<file path="src/rtl/draw_cmd_pkg.sv">
// -----------------------------------------------------------------------------
// draw_cmd_pkg
// Shared types and constants for the SPI draw-command decoder.
//   draw_cmd_op_t : decoded command opcode (CMD_NONE marks an unknown byte)
//   draw_cmd_t    : fixed-format draw command handed to the drawing manager
//   OPC_* / LEN_* : opcode byte values and payload byte counts
// -----------------------------------------------------------------------------
package draw_cmd_pkg;

  typedef enum logic [1:0] {
    CMD_NONE      = 2'd0,
    CMD_CLEAR     = 2'd1,
    CMD_TRIANGLE  = 2'd2,
    CMD_FRAME_END = 2'd3
  } draw_cmd_op_t;

  typedef struct packed {
    draw_cmd_op_t op;
    logic [11:0]  color;
    logic [7:0]   v0x;
    logic [7:0]   v0y;
    logic [7:0]   v1x;
    logic [7:0]   v1y;
    logic [7:0]   v2x;
    logic [7:0]   v2y;
  } draw_cmd_t;

  localparam logic [7:0] OPC_CLEAR     = 8'h01;
  localparam logic [7:0] OPC_TRIANGLE  = 8'h02;
  localparam logic [7:0] OPC_FRAME_END = 8'h03;

  localparam logic [3:0] LEN_CLEAR     = 4'd2;
  localparam logic [3:0] LEN_TRIANGLE  = 4'd8;
  localparam logic [3:0] LEN_FRAME_END = 4'd0;

  // Maps a received byte onto an opcode; anything unrecognised is CMD_NONE.
  function automatic draw_cmd_op_t decode_opcode(input logic [7:0] b);
    case (b)
      OPC_CLEAR:     decode_opcode = CMD_CLEAR;
      OPC_TRIANGLE:  decode_opcode = CMD_TRIANGLE;
      OPC_FRAME_END: decode_opcode = CMD_FRAME_END;
      default:       decode_opcode = CMD_NONE;
    endcase
  endfunction

  function automatic logic [3:0] payload_len(input draw_cmd_op_t op);
    case (op)
      CMD_CLEAR:    payload_len = LEN_CLEAR;
      CMD_TRIANGLE: payload_len = LEN_TRIANGLE;
      default:      payload_len = LEN_FRAME_END;
    endcase
  endfunction

endpackage

</file>
<file path="src/rtl/draw_cmd_decoder_fifo.sv">
// -----------------------------------------------------------------------------
// cmd_fifo
// Generic first-word-fall-through FIFO. The head entry is visible on
// pop_data_o whenever pop_valid_o is high; it reads as zero when empty.
//   clk_system / rstn_system : clock, asynchronous active-low reset
//   push_i, push_data_i      : write request and payload
//   push_ready_o             : write will be accepted this cycle
//   pop_valid_o, pop_ready_i : head valid / consumer takes the head
//   pop_data_o               : head payload
// -----------------------------------------------------------------------------
module cmd_fifo #(
  parameter int unsigned DEPTH = 4,
  parameter type         T     = logic [7:0]
) (
  input  logic clk_system,
  input  logic rstn_system,
  input  logic push_i,
  input  T     push_data_i,
  output logic push_ready_o,
  output logic pop_valid_o,
  input  logic pop_ready_i,
  output T     pop_data_o
);

  localparam int unsigned PTR_W = $clog2(DEPTH);

  T                 mem_q [DEPTH];
  logic [PTR_W-1:0] wr_ptr_q, wr_ptr_d;
  logic [PTR_W-1:0] rd_ptr_q, rd_ptr_d;
  logic [PTR_W:0]   count_q, count_d;
  logic             pop;
  logic             push_accept;

  assign pop_valid_o  = (count_q != '0);
  assign pop          = pop_valid_o && pop_ready_i;
  // A full FIFO still takes a write when the head leaves in the same cycle.
  assign push_ready_o = (count_q < (PTR_W+1)'(DEPTH)) || pop;
  assign push_accept  = push_i && push_ready_o;
  assign pop_data_o   = pop_valid_o ? mem_q[rd_ptr_q] : '0;

  always_comb begin
    // NOTE: every combinational output gets a default first so no path leaves it unassigned (no latch).
    wr_ptr_d = wr_ptr_q;
    rd_ptr_d = rd_ptr_q;
    count_d  = count_q;
    // Pointers are log2(DEPTH) wide, so they wrap naturally.
    if (push_accept) wr_ptr_d = wr_ptr_q + PTR_W'(1);
    if (pop)         rd_ptr_d = rd_ptr_q + PTR_W'(1);
    case ({push_accept, pop})
      2'b10:   count_d = count_q + (PTR_W+1)'(1);
      2'b01:   count_d = count_q - (PTR_W+1)'(1);
      default: count_d = count_q;
    endcase
  end

  // NOTE: state registers use non-blocking assignments so every flop samples pre-edge values.
  always_ff @(posedge clk_system or negedge rstn_system) begin
    if (!rstn_system) begin
      wr_ptr_q <= '0;
      rd_ptr_q <= '0;
      count_q  <= '0;
    end else begin
      wr_ptr_q <= wr_ptr_d;
      rd_ptr_q <= rd_ptr_d;
      count_q  <= count_d;
    end
  end

  // NOTE: storage is deliberately not reset; count_q gates its visibility, so stale words are never seen.
  always_ff @(posedge clk_system) begin
    if (push_accept) mem_q[wr_ptr_q] <= push_data_i;
  end

endmodule

</file>
<file path="src/rtl/draw_cmd_decoder.sv">
// -----------------------------------------------------------------------------
// draw_cmd_decoder
// Assembles opcode-prefixed packets from the SPI rx byte stream into draw
// commands and queues them for the drawing manager. Unknown opcodes, stalled
// packets and commands that find the queue full are dropped and counted.
//   clk_system / rstn_system : system clock, asynchronous active-low reset
//   rx_valid, rx_data        : one-cycle byte strobe and byte from SPI
//   cmd_valid, cmd_ready     : queue head valid / drawing manager takes it
//   cmd                      : queue head command
//   err_count                : saturating count of dropped packets/bytes
//   busy                     : parser is in the middle of a packet
// -----------------------------------------------------------------------------
module draw_cmd_decoder
  import draw_cmd_pkg::*;
#(
  parameter int unsigned FIFO_DEPTH     = 4,
  parameter int unsigned TIMEOUT_CYCLES = 100000
) (
  input  logic       clk_system,
  input  logic       rstn_system,
  input  logic       rx_valid,
  input  logic [7:0] rx_data,
  output logic       cmd_valid,
  input  logic       cmd_ready,
  output draw_cmd_t  cmd,
  output logic [7:0] err_count,
  output logic       busy
);

  localparam int unsigned TO_W = $clog2(TIMEOUT_CYCLES);
  localparam logic [TO_W-1:0] TO_LAST = TO_W'(TIMEOUT_CYCLES - 1);

  typedef enum logic [1:0] {
    ST_IDLE    = 2'd0,
    ST_PAYLOAD = 2'd1,
    ST_PUSH    = 2'd2
  } state_t;

  state_t          state_q, state_d;
  logic [3:0]      byte_cnt_q, byte_cnt_d;
  draw_cmd_t       asm_q, asm_d;
  logic [TO_W-1:0] to_cnt_q, to_cnt_d;
  logic [7:0]      err_q, err_d;
  logic [1:0]      err_inc;
  logic [9:0]      err_sum;
  logic            fifo_push;
  logic            fifo_ready;
  draw_cmd_op_t    rx_op;

  assign rx_op     = decode_opcode(rx_data);
  assign busy      = (state_q != ST_IDLE);
  assign err_count = err_q;

  // Parser next-state. IDLE and PUSH share opcode handling so a byte that
  // arrives during PUSH starts the next packet instead of being lost.
  always_comb begin
    state_d    = state_q;
    byte_cnt_d = byte_cnt_q;
    asm_d      = asm_q;
    fifo_push  = 1'b0;
    err_inc    = 2'd0;

    case (state_q)
      ST_IDLE, ST_PUSH: begin
        if (state_q == ST_PUSH) begin
          fifo_push = 1'b1;
          if (!fifo_ready) err_inc = err_inc + 2'd1;
          state_d = ST_IDLE;
        end
        if (rx_valid) begin
          if (rx_op == CMD_NONE) begin
            err_inc = err_inc + 2'd1;
            state_d = ST_IDLE;
          end else begin
            // Fields the opcode does not carry stay zero.
            asm_d      = '0;
            asm_d.op   = rx_op;
            byte_cnt_d = payload_len(rx_op);
            state_d    = (payload_len(rx_op) == 4'd0) ? ST_PUSH : ST_PAYLOAD;
          end
        end
      end

      ST_PAYLOAD: begin
        if (rx_valid) begin
          // byte_cnt counts down, so the field order is fixed for all opcodes.
          case (byte_cnt_q)
            4'd8:    asm_d.v0x          = rx_data;
            4'd7:    asm_d.v0y          = rx_data;
            4'd6:    asm_d.v1x          = rx_data;
            4'd5:    asm_d.v1y          = rx_data;
            4'd4:    asm_d.v2x          = rx_data;
            4'd3:    asm_d.v2y          = rx_data;
            4'd2:    asm_d.color[11:8]  = rx_data[3:0];
            4'd1:    asm_d.color[7:0]   = rx_data;
            default: asm_d              = asm_q;
          endcase
          byte_cnt_d = byte_cnt_q - 4'd1;
          if (byte_cnt_q == 4'd1) state_d = ST_PUSH;
        end else if (to_cnt_q == TO_LAST) begin
          // Stalled packet: an rx byte on this same cycle would have won.
          state_d = ST_IDLE;
          err_inc = 2'd1;
        end
      end

      default: state_d = ST_IDLE;
    endcase
  end

  // Idle-cycle counter only runs while waiting for payload bytes.
  always_comb begin
    if (rx_valid || (state_q != ST_PAYLOAD)) to_cnt_d = '0;
    else                                     to_cnt_d = to_cnt_q + TO_W'(1);
  end

  // Up to two drops can land in one cycle (full FIFO in PUSH plus an unknown
  // opcode), so the increment is added and then clamped at 255.
  always_comb begin
    err_sum = {2'b00, err_q} + {8'd0, err_inc};
    err_d   = (err_sum > 10'd255) ? 8'hFF : err_sum[7:0];
  end

  always_ff @(posedge clk_system or negedge rstn_system) begin
    if (!rstn_system) begin
      state_q    <= ST_IDLE;
      byte_cnt_q <= '0;
      asm_q      <= '0;
      to_cnt_q   <= '0;
      err_q      <= '0;
    end else begin
      state_q    <= state_d;
      byte_cnt_q <= byte_cnt_d;
      asm_q      <= asm_d;
      to_cnt_q   <= to_cnt_d;
      err_q      <= err_d;
    end
  end

  cmd_fifo #(
    .DEPTH (FIFO_DEPTH),
    .T     (draw_cmd_t)
  ) u_cmd_fifo (
    .clk_system   (clk_system),
    .rstn_system  (rstn_system),
    .push_i       (fifo_push),
    .push_data_i  (asm_q),
    .push_ready_o (fifo_ready),
    .pop_valid_o  (cmd_valid),
    .pop_ready_i  (cmd_ready),
    .pop_data_o   (cmd)
  );

endmodule

</file>
<file path="config.mk">
export PLATFORM = sky130hd
export DESIGN_NAME = draw_cmd_decoder
export DESIGN_NICKNAME = d
export VERILOG_FILES = /design/src/rtl/draw_cmd_pkg.sv /design/src/rtl/draw_cmd_decoder_fifo.sv /design/src/rtl/draw_cmd_decoder.sv
export SDC_FILE = /design/constraint.sdc
export NUM_CORES = 1
export LEC_CHECK = 0
export ABC_CLOCK_PERIOD_IN_PS = 3600
export CAP_MARGIN = 20
export CORE_AREA = 2 2 173 175
export CTS_CLUSTER_DIAMETER = 100
export DETAILED_ROUTE_END_ITERATION = 10
export DIE_AREA = 0 0 175 177
export PLACE_DENSITY = 0.66
export SYNTH_ARGS = -nofsm -noshare
export SYNTH_HDL_FRONTEND = slang
export SYNTH_SLANG_ARGS = --single-unit
export TNS_END_PERCENT = 30
</file>
<file path="constraint.sdc">
create_clock -name clk_system -period 3.6 [get_ports clk_system]
set_input_delay 0.36 -clock clk_system [delete_from_list [all_inputs] [get_ports clk_system]]
set_output_delay 0.36 -clock clk_system [all_outputs]
set_load 0.01 [all_outputs]
</file>
# Word level (Yosys, flattened, before mapping)

Memory sizes are Yosys's and may differ from the RTL's.
Index checks and enable logic that the tools add are counted.

Bits in registers: 100
Memory bits (writable): 248
Input bits: 12
Output and inout bits: 72
Logic and storage cells: 128
Memories: 1

Add/subtract/negate cells: 8
Order comparisons: 2
Eq/ne operators: 33
Multiplexer cells: 43
Bitwise gates (word level): 2
Reduce and logical (&&, ||, !) cells: 23

Memories:

| name             | depth | bits a word | rd ports | clocked after Yosys merged registers in | write ports | RTL line                    | RTL |
|---|---|---|---|---|---|---|---|
| u_cmd_fifo.mem_q | 4     | 62          | 1        | 0                                       | 1           | draw_cmd_decoder_fifo.sv:27 | `T mem_q [DEPTH];` |

Operators by type and width:

| operator                                                                 | count |
|---|---|
| 62-bit 2-to-1 mux                                                        | 3 |
| 62-bit one-hot mux with 2 select lines                                   | 1 |
| 8-bit 2-to-1 mux                                                         | 8 |
| 60-bit 2-to-1 mux                                                        | 1 |
| 5-bit AND reduction                                                      | 8 |
| 2-bit 2-to-1 mux                                                         | 10 |
| 4-bit 2-to-1 mux                                                         | 5 |
| 17-bit by 1-bit adder with 17-bit output (second input constant)         | 1 |
| 17-bit equality test (second input constant)                             | 1 |
| 17-bit 2-to-1 mux                                                        | 1 |
| 4-bit by 3-bit equality test with 1-bit output (second input constant)   | 4 |
| 8-bit by 2-bit equality test with 1-bit output (second input constant)   | 2 |
| 2-bit by 1-bit inequality test with 1-bit output (second input constant) | 8 |
| 4-bit one-hot mux with 2 select lines                                    | 2 |
| 8-bit by 2-bit adder with 9-bit output                                   | 1 |
| 9-bit by 8-bit > comparator with 1-bit output (second input constant)    | 1 |
| 3-bit inequality test (second input constant)                            | 3 |
| 4-bit by 2-bit equality test with 1-bit output (second input constant)   | 2 |
| 8-bit by 1-bit equality test with 1-bit output (second input constant)   | 1 |
| 1-bit 2-to-1 mux                                                         | 8 |
| 2-bit inequality test (second input constant)                            | 4 |
| 2-bit one-hot mux with 2 select lines                                    | 2 |
| 4-bit AND reduction                                                      | 2 |
| 2-bit by 1-bit adder with 2-bit output (second input constant)           | 3 |
| 19 further kinds                                                         | 29 |

# Longest topological paths before layout

Depth after elaboration: 13
Mapped depth: 13
Depth with buffers taken out: 13

# Cells and area by module

From an unflattened synthesis, not the netlist that was laid out.

Cell total of the unflattened synthesis: 835
Area total of the unflattened synthesis: 14047.2 sq um

By module, submodules not included:

| module           | instances | cells each | area each (sq um) |
|---|---|---|---|
| cmd_fifo         | 1         | 431        | 9849.4 |
| draw_cmd_decoder | 1         | 404        | 4197.8 |

# Least setup slack after synthesis

Ideal clock, no wire load.

Path kind: input port to flip-flop
From: input port rx_data[3]
To: register err_q[7] (netlist: err_count[7])
Setup time: 125 ps
Arrival time: 3401 ps
Required time: 3475 ps
Path slack: 74 ps
Stages on the path: 12
Buffers on the path: 0
Cell sequence: or4_1 -> nor4b_1 -> inv_1 -> ha_1 -> ha_1 -> and2_0 -> o21ai_0 -> o21ai_0 -> ha_1 -> fa_1 -> nand2b_1 -> mux2_2

Word-level cells in the longest chain between the ends: 9

RTL lines:

| element                                                                                                          | RTL line                | RTL |
|---|---|---|
| from (decl)                                                                                                      | draw_cmd_decoder.sv:22  | `input logic [7:0] rx_data,` |
| 8-bit by 2-bit equality test with 1-bit output or 8-bit by 1-bit equality test with 1-bit output (tied branches) | draw_cmd_pkg.sv:38      | `case (b)` |
| 2-bit one-hot mux with 3 select lines (*)                                                                        | draw_cmd_pkg.sv:38      |  |
| 2-bit logical NOT (*)                                                                                            | draw_cmd_decoder.sv:71  | `if (rx_op == CMD_NONE) begin` |
| 2-bit 2-to-1 mux (*)                                                                                             | draw_cmd_decoder.sv:71  |  |
| 2-bit 2-to-1 mux (*)                                                                                             | draw_cmd_decoder.sv:70  | `if (rx_valid) begin` |
| 2-bit one-hot mux with 2 select lines (*)                                                                        | draw_cmd_decoder.sv:63  | `case (state_q)` |
| 8-bit by 2-bit adder with 9-bit output (*)                                                                       | draw_cmd_decoder.sv:120 | `err_sum = {2'b00, err_q} + {8'd0, err_inc};` |
| 9-bit by 8-bit > comparator with 1-bit output                                                                    | draw_cmd_decoder.sv:121 | `err_d = (err_sum > 10'd255) ? 8'hFF : err_sum[7:0];` |
| 8-bit 2-to-1 mux (*)                                                                                             | draw_cmd_decoder.sv:121 |  |
| named net err_d[7]                                                                                               | draw_cmd_decoder.sv:43  | `logic [7:0] err_q, err_d;` |
| to (signal assigned)                                                                                             | draw_cmd_decoder.sv:136 | `err_q <= err_d;` |
| to (decl)                                                                                                        | draw_cmd_decoder.sv:43  |  |

The timed path passes the listed nets; every way through them passes the cells marked *.
A chain may end at the register's enable or synchronous reset.

# Final worst setup path

Ends and elaborated chain as after synthesis.

==> impl_summary.md <==
Clock network
The clock net sink count is ~350. The clock reaches the later pin of the worst-skew pair after ~0.52 ns. The H-tree depth reported by CTS is 2.

The post-CTS clock slew at the launch and capture registers of the worst setup and hold paths is approximately 0.060 ns. The number of buffers added for setup after CTS is 0. Clock tree synthesis inserted a total of 35 buffers. The clock passes through at most 3 buffers. TritonCTS built the clock tree. The clock root buffer is sky130_fd_sc_hd__clkbuf_16.

GRT
The initial antenna violation count is 1. Summed over all layers, the global routing overflow is 0. Across every metal layer, demand over resource in global routing totals 0.1822. The first global-routing pass estimated approximately 43,000 µm of wire. Entering global routing, the biggest net connects 62 pins.

The via count of the first global-routing pass is between 7k and 8k.

Final layout
The share of final-layout standard cells stronger than drive strength 1 is 0.2565. Once layout is done, the placed cells without fillers occupy ~0.017 mm². The area of the multi-input gates is between 0.003 and 0.004 mm². The number of antenna diodes in the final layout is 0. The flip-flop and latch area is between 0.009 and 0.01 mm². The total of fill cells in the finished design is approximately 2.2k. The final-stage net count is approximately 930. The signed area change from the synthesized netlist to the final layout is 18.72%.

Placed design
The congestion estimate from routability-driven global placement came to approximately 0.78. The post-DP HPWL is roughly 16,000 µm. In this run the cell area measured after placement is approximately 0.016 mm². The total of buffers placed on input and output ports is 83.

Timing
Setup repair after global routing left no endpoint under its margin. The final-report hold violation count is 0. The count of pins over their slew limit was 0. Setup violations remaining at the end of the flow were counted as 0.

Counting I/O delays and the setup requirement, the final critical path takes 3.386 ns. The total negative slack for setup checks is 0 ns. The top achievable clock speed is slightly below 300 MHz. For the final database, setup skew stands at ~0.014 ns. The tightest slew margin relative to the limit is 0.4257. At the pin with the least slew margin, the transition time is ~0.86 ns. In the finished design, the share of the clock period the worst path needs comes to 0.9406.

Logic synthesis
Of all cell types, the one taking the most synthesized area is sky130_fd_sc_hd__edfxtp_1. The mux contribution to synthesized area is 0.1557. The leading register cell type out of synthesis is sky130_fd_sc_hd__edfxtp_1. The area share of the leading cell type in the synthesized netlist is 0.5276. Of the total synthesized cell area, the portion taken by full adders, half adders and majority gates is 0.01790. After synthesis, the mean cell area works out to 18.03 µm². The dominant combinational cell family by area after synthesis is multiplexers.

The number of different library cells used by synthesis comes to between 40 and 50. By area the synthesized netlist is led by sky130_fd_sc_hd__edfxtp_1, sky130_fd_sc_hd__dfrtp_1, sky130_fd_sc_hd__mux4_2. Counting every net in the synthesized netlist gives 814.

The number of synthesized register bits is roughly 350. The xor/xnor cell area share of the yosys netlist is 0.006825. In this run the cell area of the synthesized design comes to between 0.01 and 0.015 mm². The share of flip-flops with an asynchronous set or reset after synthesis is 0.2874. In this run, synthesis inferred about 250 flip-flops with an integrated enable. The complex-gate fraction of the synthesized area was 0.02172. Of the total synthesized cell area, the portion taken by AND, OR, NAND and NOR gates is 0.07756.

The share of the Yosys chip area taken by registers is 0.7048. The Yosys step of the flow raised 0 warnings. In the synthesized netlist, the number of instances is about 780.

Route
Dividing the detail-routed via count by the number of cells gives ~5.4. The number of iterations in the first detailed-routing pass is 4. The final wirelength is ~27,000 µm. The detailed router's first-iteration violation count is 505. For this run, design rule violations remaining after detail routing come to 0. The residual antenna-violating net count after detailed routing is 0. Detailed routing inserted a total of approximately 7.1k vias. After detailed routing, the average wire length per cell comes to a little over 20 µm.

Setup path
Of all nets on the critical path, the largest fanout is 4. Data on the critical path is required at its endpoint by 3.99 ns. The kind of critical path is input port to flip-flop.

The sort of element at the end of the critical path is a flip-flop. The worst setup path is launched from an input port. At the worst endpoint, the arrival time is 3.78 ns.

Hold path
The path class of the lowest-slack min-delay path is input port to async pin.

Run
Max-cap violations in this run came to 0.

Floorplanning
The core area is about 0.029 mm². Measured along the x axis, the die boundary spans around 180 µm. The floorplan has 63 rows. The die covers between 0.03 and 0.04 mm². The die is around 180 µm tall. The initial standard-cell utilization of the core is 0.4827.

Pin placement for this block handled 84 I/O pins.

Status
The run finished with clean final reports.

Power and ir drop
The power density over cell area is around 680 mW/mm². The static leakage is approximately 0.0063 µW. The design draws 11,430 µW. VDD sags by at most 0.3997 mV.
synthesized netlist by cell type (4+ instances only):
| cell type | count |
|---|---|
| sky130_fd_sc_hd__a21oi_1 | 10 |
| sky130_fd_sc_hd__and2_0 | 5 |
| sky130_fd_sc_hd__and2_1 | 75 |
| sky130_fd_sc_hd__and3b_2 | 5 |
| sky130_fd_sc_hd__buf_2 | 6 |
| sky130_fd_sc_hd__clkbuf_1 | 29 |
| sky130_fd_sc_hd__dfrtp_1 | 100 |
| sky130_fd_sc_hd__edfxtp_1 | 248 |
| sky130_fd_sc_hd__ha_1 | 17 |
| sky130_fd_sc_hd__inv_1 | 16 |
| sky130_fd_sc_hd__mux2_2 | 65 |
| sky130_fd_sc_hd__mux2i_1 | 7 |
| sky130_fd_sc_hd__mux4_2 | 62 |
| sky130_fd_sc_hd__nand2_1 | 19 |
| sky130_fd_sc_hd__nand2b_1 | 11 |
| sky130_fd_sc_hd__nand3_1 | 12 |
| sky130_fd_sc_hd__nand4_1 | 4 |
| sky130_fd_sc_hd__nor2_1 | 7 |
| sky130_fd_sc_hd__nor3_1 | 5 |
| sky130_fd_sc_hd__nor3b_1 | 6 |
| sky130_fd_sc_hd__nor4_1 | 5 |
| sky130_fd_sc_hd__nor4bb_1 | 4 |
| sky130_fd_sc_hd__o2111ai_2 | 6 |
| sky130_fd_sc_hd__o21ai_0 | 10 |
| sky130_fd_sc_hd__or3_1 | 6 |
| sky130_fd_sc_hd__or4_1 | 4 |
| sky130_fd_sc_hd__xnor2_1 | 6 |
| sky130_fd_sc_hd__xor2_1 | 5 |
routing by layer:
metal	vias to the layer above	routed length [µm]	part of all wire	GRT usage
met5	-	0	0	0
met4	0	533	0.020	0.05208
met3	40	1147	0.042	0.02835
met2	164	13380	0.49	0.3025
met1	3670	12110	0.45	0.2532
li1	3244	-	-	-
registers in the layout (all words and copies together) (netlist names):
signal	count
state_q	2
u_cmd_fifo.wr_ptr_q	2
err_count	8
u_cmd_fifo.rd_ptr_q	2
u_cmd_fifo.mem_q	248
byte_cnt_q	4
u_cmd_fifo.count_q	3
asm_q	62
to_cnt_q	17
logic make-up (layout without fill, tap and decap cells):
group | Yosys count | in the layout
buffers and inverters | 54 | 195
multiplexers | 134 | 134
AND/OR/NAND/NOR | 179 | 179
XOR/XNOR | 11 | 11
adder cells (fa/ha/maj) | 19 | 19
flip-flops | 348 | 348
AO/OA/AOI/OAI | 38 | 38
worst max-delay path, cell delays in order:
cell and delay, ns:
sky130_fd_sc_hd__clkdlybuf4s50_1 0.42, sky130_fd_sc_hd__or4_1 0.61, sky130_fd_sc_hd__nor4b_2 0.28, sky130_fd_sc_hd__inv_1 0.09
sky130_fd_sc_hd__ha_1 0.24, sky130_fd_sc_hd__ha_1 0.29, sky130_fd_sc_hd__and2_0 0.15, sky130_fd_sc_hd__o21ai_0 0.16
sky130_fd_sc_hd__o21ai_0 0.13, sky130_fd_sc_hd__ha_1 0.24, sky130_fd_sc_hd__fa_2 0.38, sky130_fd_sc_hd__nand2b_1 0.16
sky130_fd_sc_hd__mux2_2 0.26
layout make-up:
class / instances / area share
Clock buffer: 47 / 0.05614
Multi-Input combinational cell: 381 / 0.2377
Sequential cell: 348 / 0.5940
Tap cell: 390 / 0.02912
Inverter: 16 / 0.003584
Timing Repair Buffer: 116 / 0.07033
Clock inverter: 16 / 0.009109
final timing paths:
| kind | cells past startpoint | slack (ns) | from | to |
|---|---|---|---|---|
| setup / recovery | 13 | 0.21 | rx_data[3] | err_count[7] |
| hold / removal | 2 | 0.37 | rstn_system | to_cnt_q[0] |
| setup reg to reg | 9 | 0.88 | state_q[1] | err_count[7] |
| hold reg to reg | 1 | 0.49 | to_cnt_q[0] | to_cnt_q[0] |
| max in group asynchronous | 3 | 2.47 | rstn_system | asm_q[38] |
| min in group clk_system | 1 | 0.49 | to_cnt_q[0] | to_cnt_q[0] |
timing repair:
| action | 4_1_cts | 5_1_grt |
|---|---|---|
| hold buffers | 1 | 0 |
| endpoints found under the hold margin | 39 | 0 |
| gates resized for setup | 0 | 5 |
| endpoints found under the setup margin | 0 | 8 |
placed cells by master (no fill, tap or decap), types with 5 or more instances in the layout:
master	synthesis	final
sky130_fd_sc_hd__and3b_2	5	5
sky130_fd_sc_hd__xnor2_1	6	6
sky130_fd_sc_hd__and2_0	5	5
sky130_fd_sc_hd__clkinv_2	0	9
sky130_fd_sc_hd__xor2_1	5	5
sky130_fd_sc_hd__and2_1	75	71
sky130_fd_sc_hd__edfxtp_1	248	248
sky130_fd_sc_hd__dfrtp_1	100	98
sky130_fd_sc_hd__clkbuf_1	29	10
sky130_fd_sc_hd__ha_1	17	17
sky130_fd_sc_hd__nand2_1	19	19
sky130_fd_sc_hd__mux2i_1	7	7
sky130_fd_sc_hd__nand3_1	12	12
sky130_fd_sc_hd__inv_1	16	16
sky130_fd_sc_hd__o2111ai_2	6	6
sky130_fd_sc_hd__nor3b_1	6	6
sky130_fd_sc_hd__buf_12	0	8
sky130_fd_sc_hd__clkdlybuf4s50_1	0	82
sky130_fd_sc_hd__clkbuf_16	0	35
sky130_fd_sc_hd__a21oi_1	10	10
sky130_fd_sc_hd__nor4_1	5	5
sky130_fd_sc_hd__mux2_2	65	65
sky130_fd_sc_hd__nor2_1	7	7
sky130_fd_sc_hd__mux4_2	62	62
sky130_fd_sc_hd__o21ai_0	10	10
sky130_fd_sc_hd__buf_4	0	25
sky130_fd_sc_hd__nor3_1	5	5
sky130_fd_sc_hd__nand2b_1	11	11
power by group:
| part | switching [µW] | total [µW] | internal (µW) | leakage, µW |
|---|---|---|---|---|
| Clock | 1460 | 3460 | 2000 | 0.000537 |
| Sequential | 337 | 4910 | 4570 | 0.00384 |
| Combinational | 1270 | 3050 | 1780 | 0.00193 |
metrics by stage:
stage / hold WS, ns / utilization / instances / worst slack, ns
final: 0.3703 / 0.5731 / 1314 / 0.2140
after global routing: 0.4148 / 0.5731 / 1314 / 0.008040
after CTS: 0.3801 / 0.5721 / 1314 / 0.05230
after detailed placement: 0.3886 / 0.5343 / 1250 / -0.4715
after global placement: 0.3897 / 0.5343 / 1250 / -0.2694
after floorplan: 0.06441 / - / 783 / 0.07401
No activity file was read; power rests on OpenSTA's default activity.
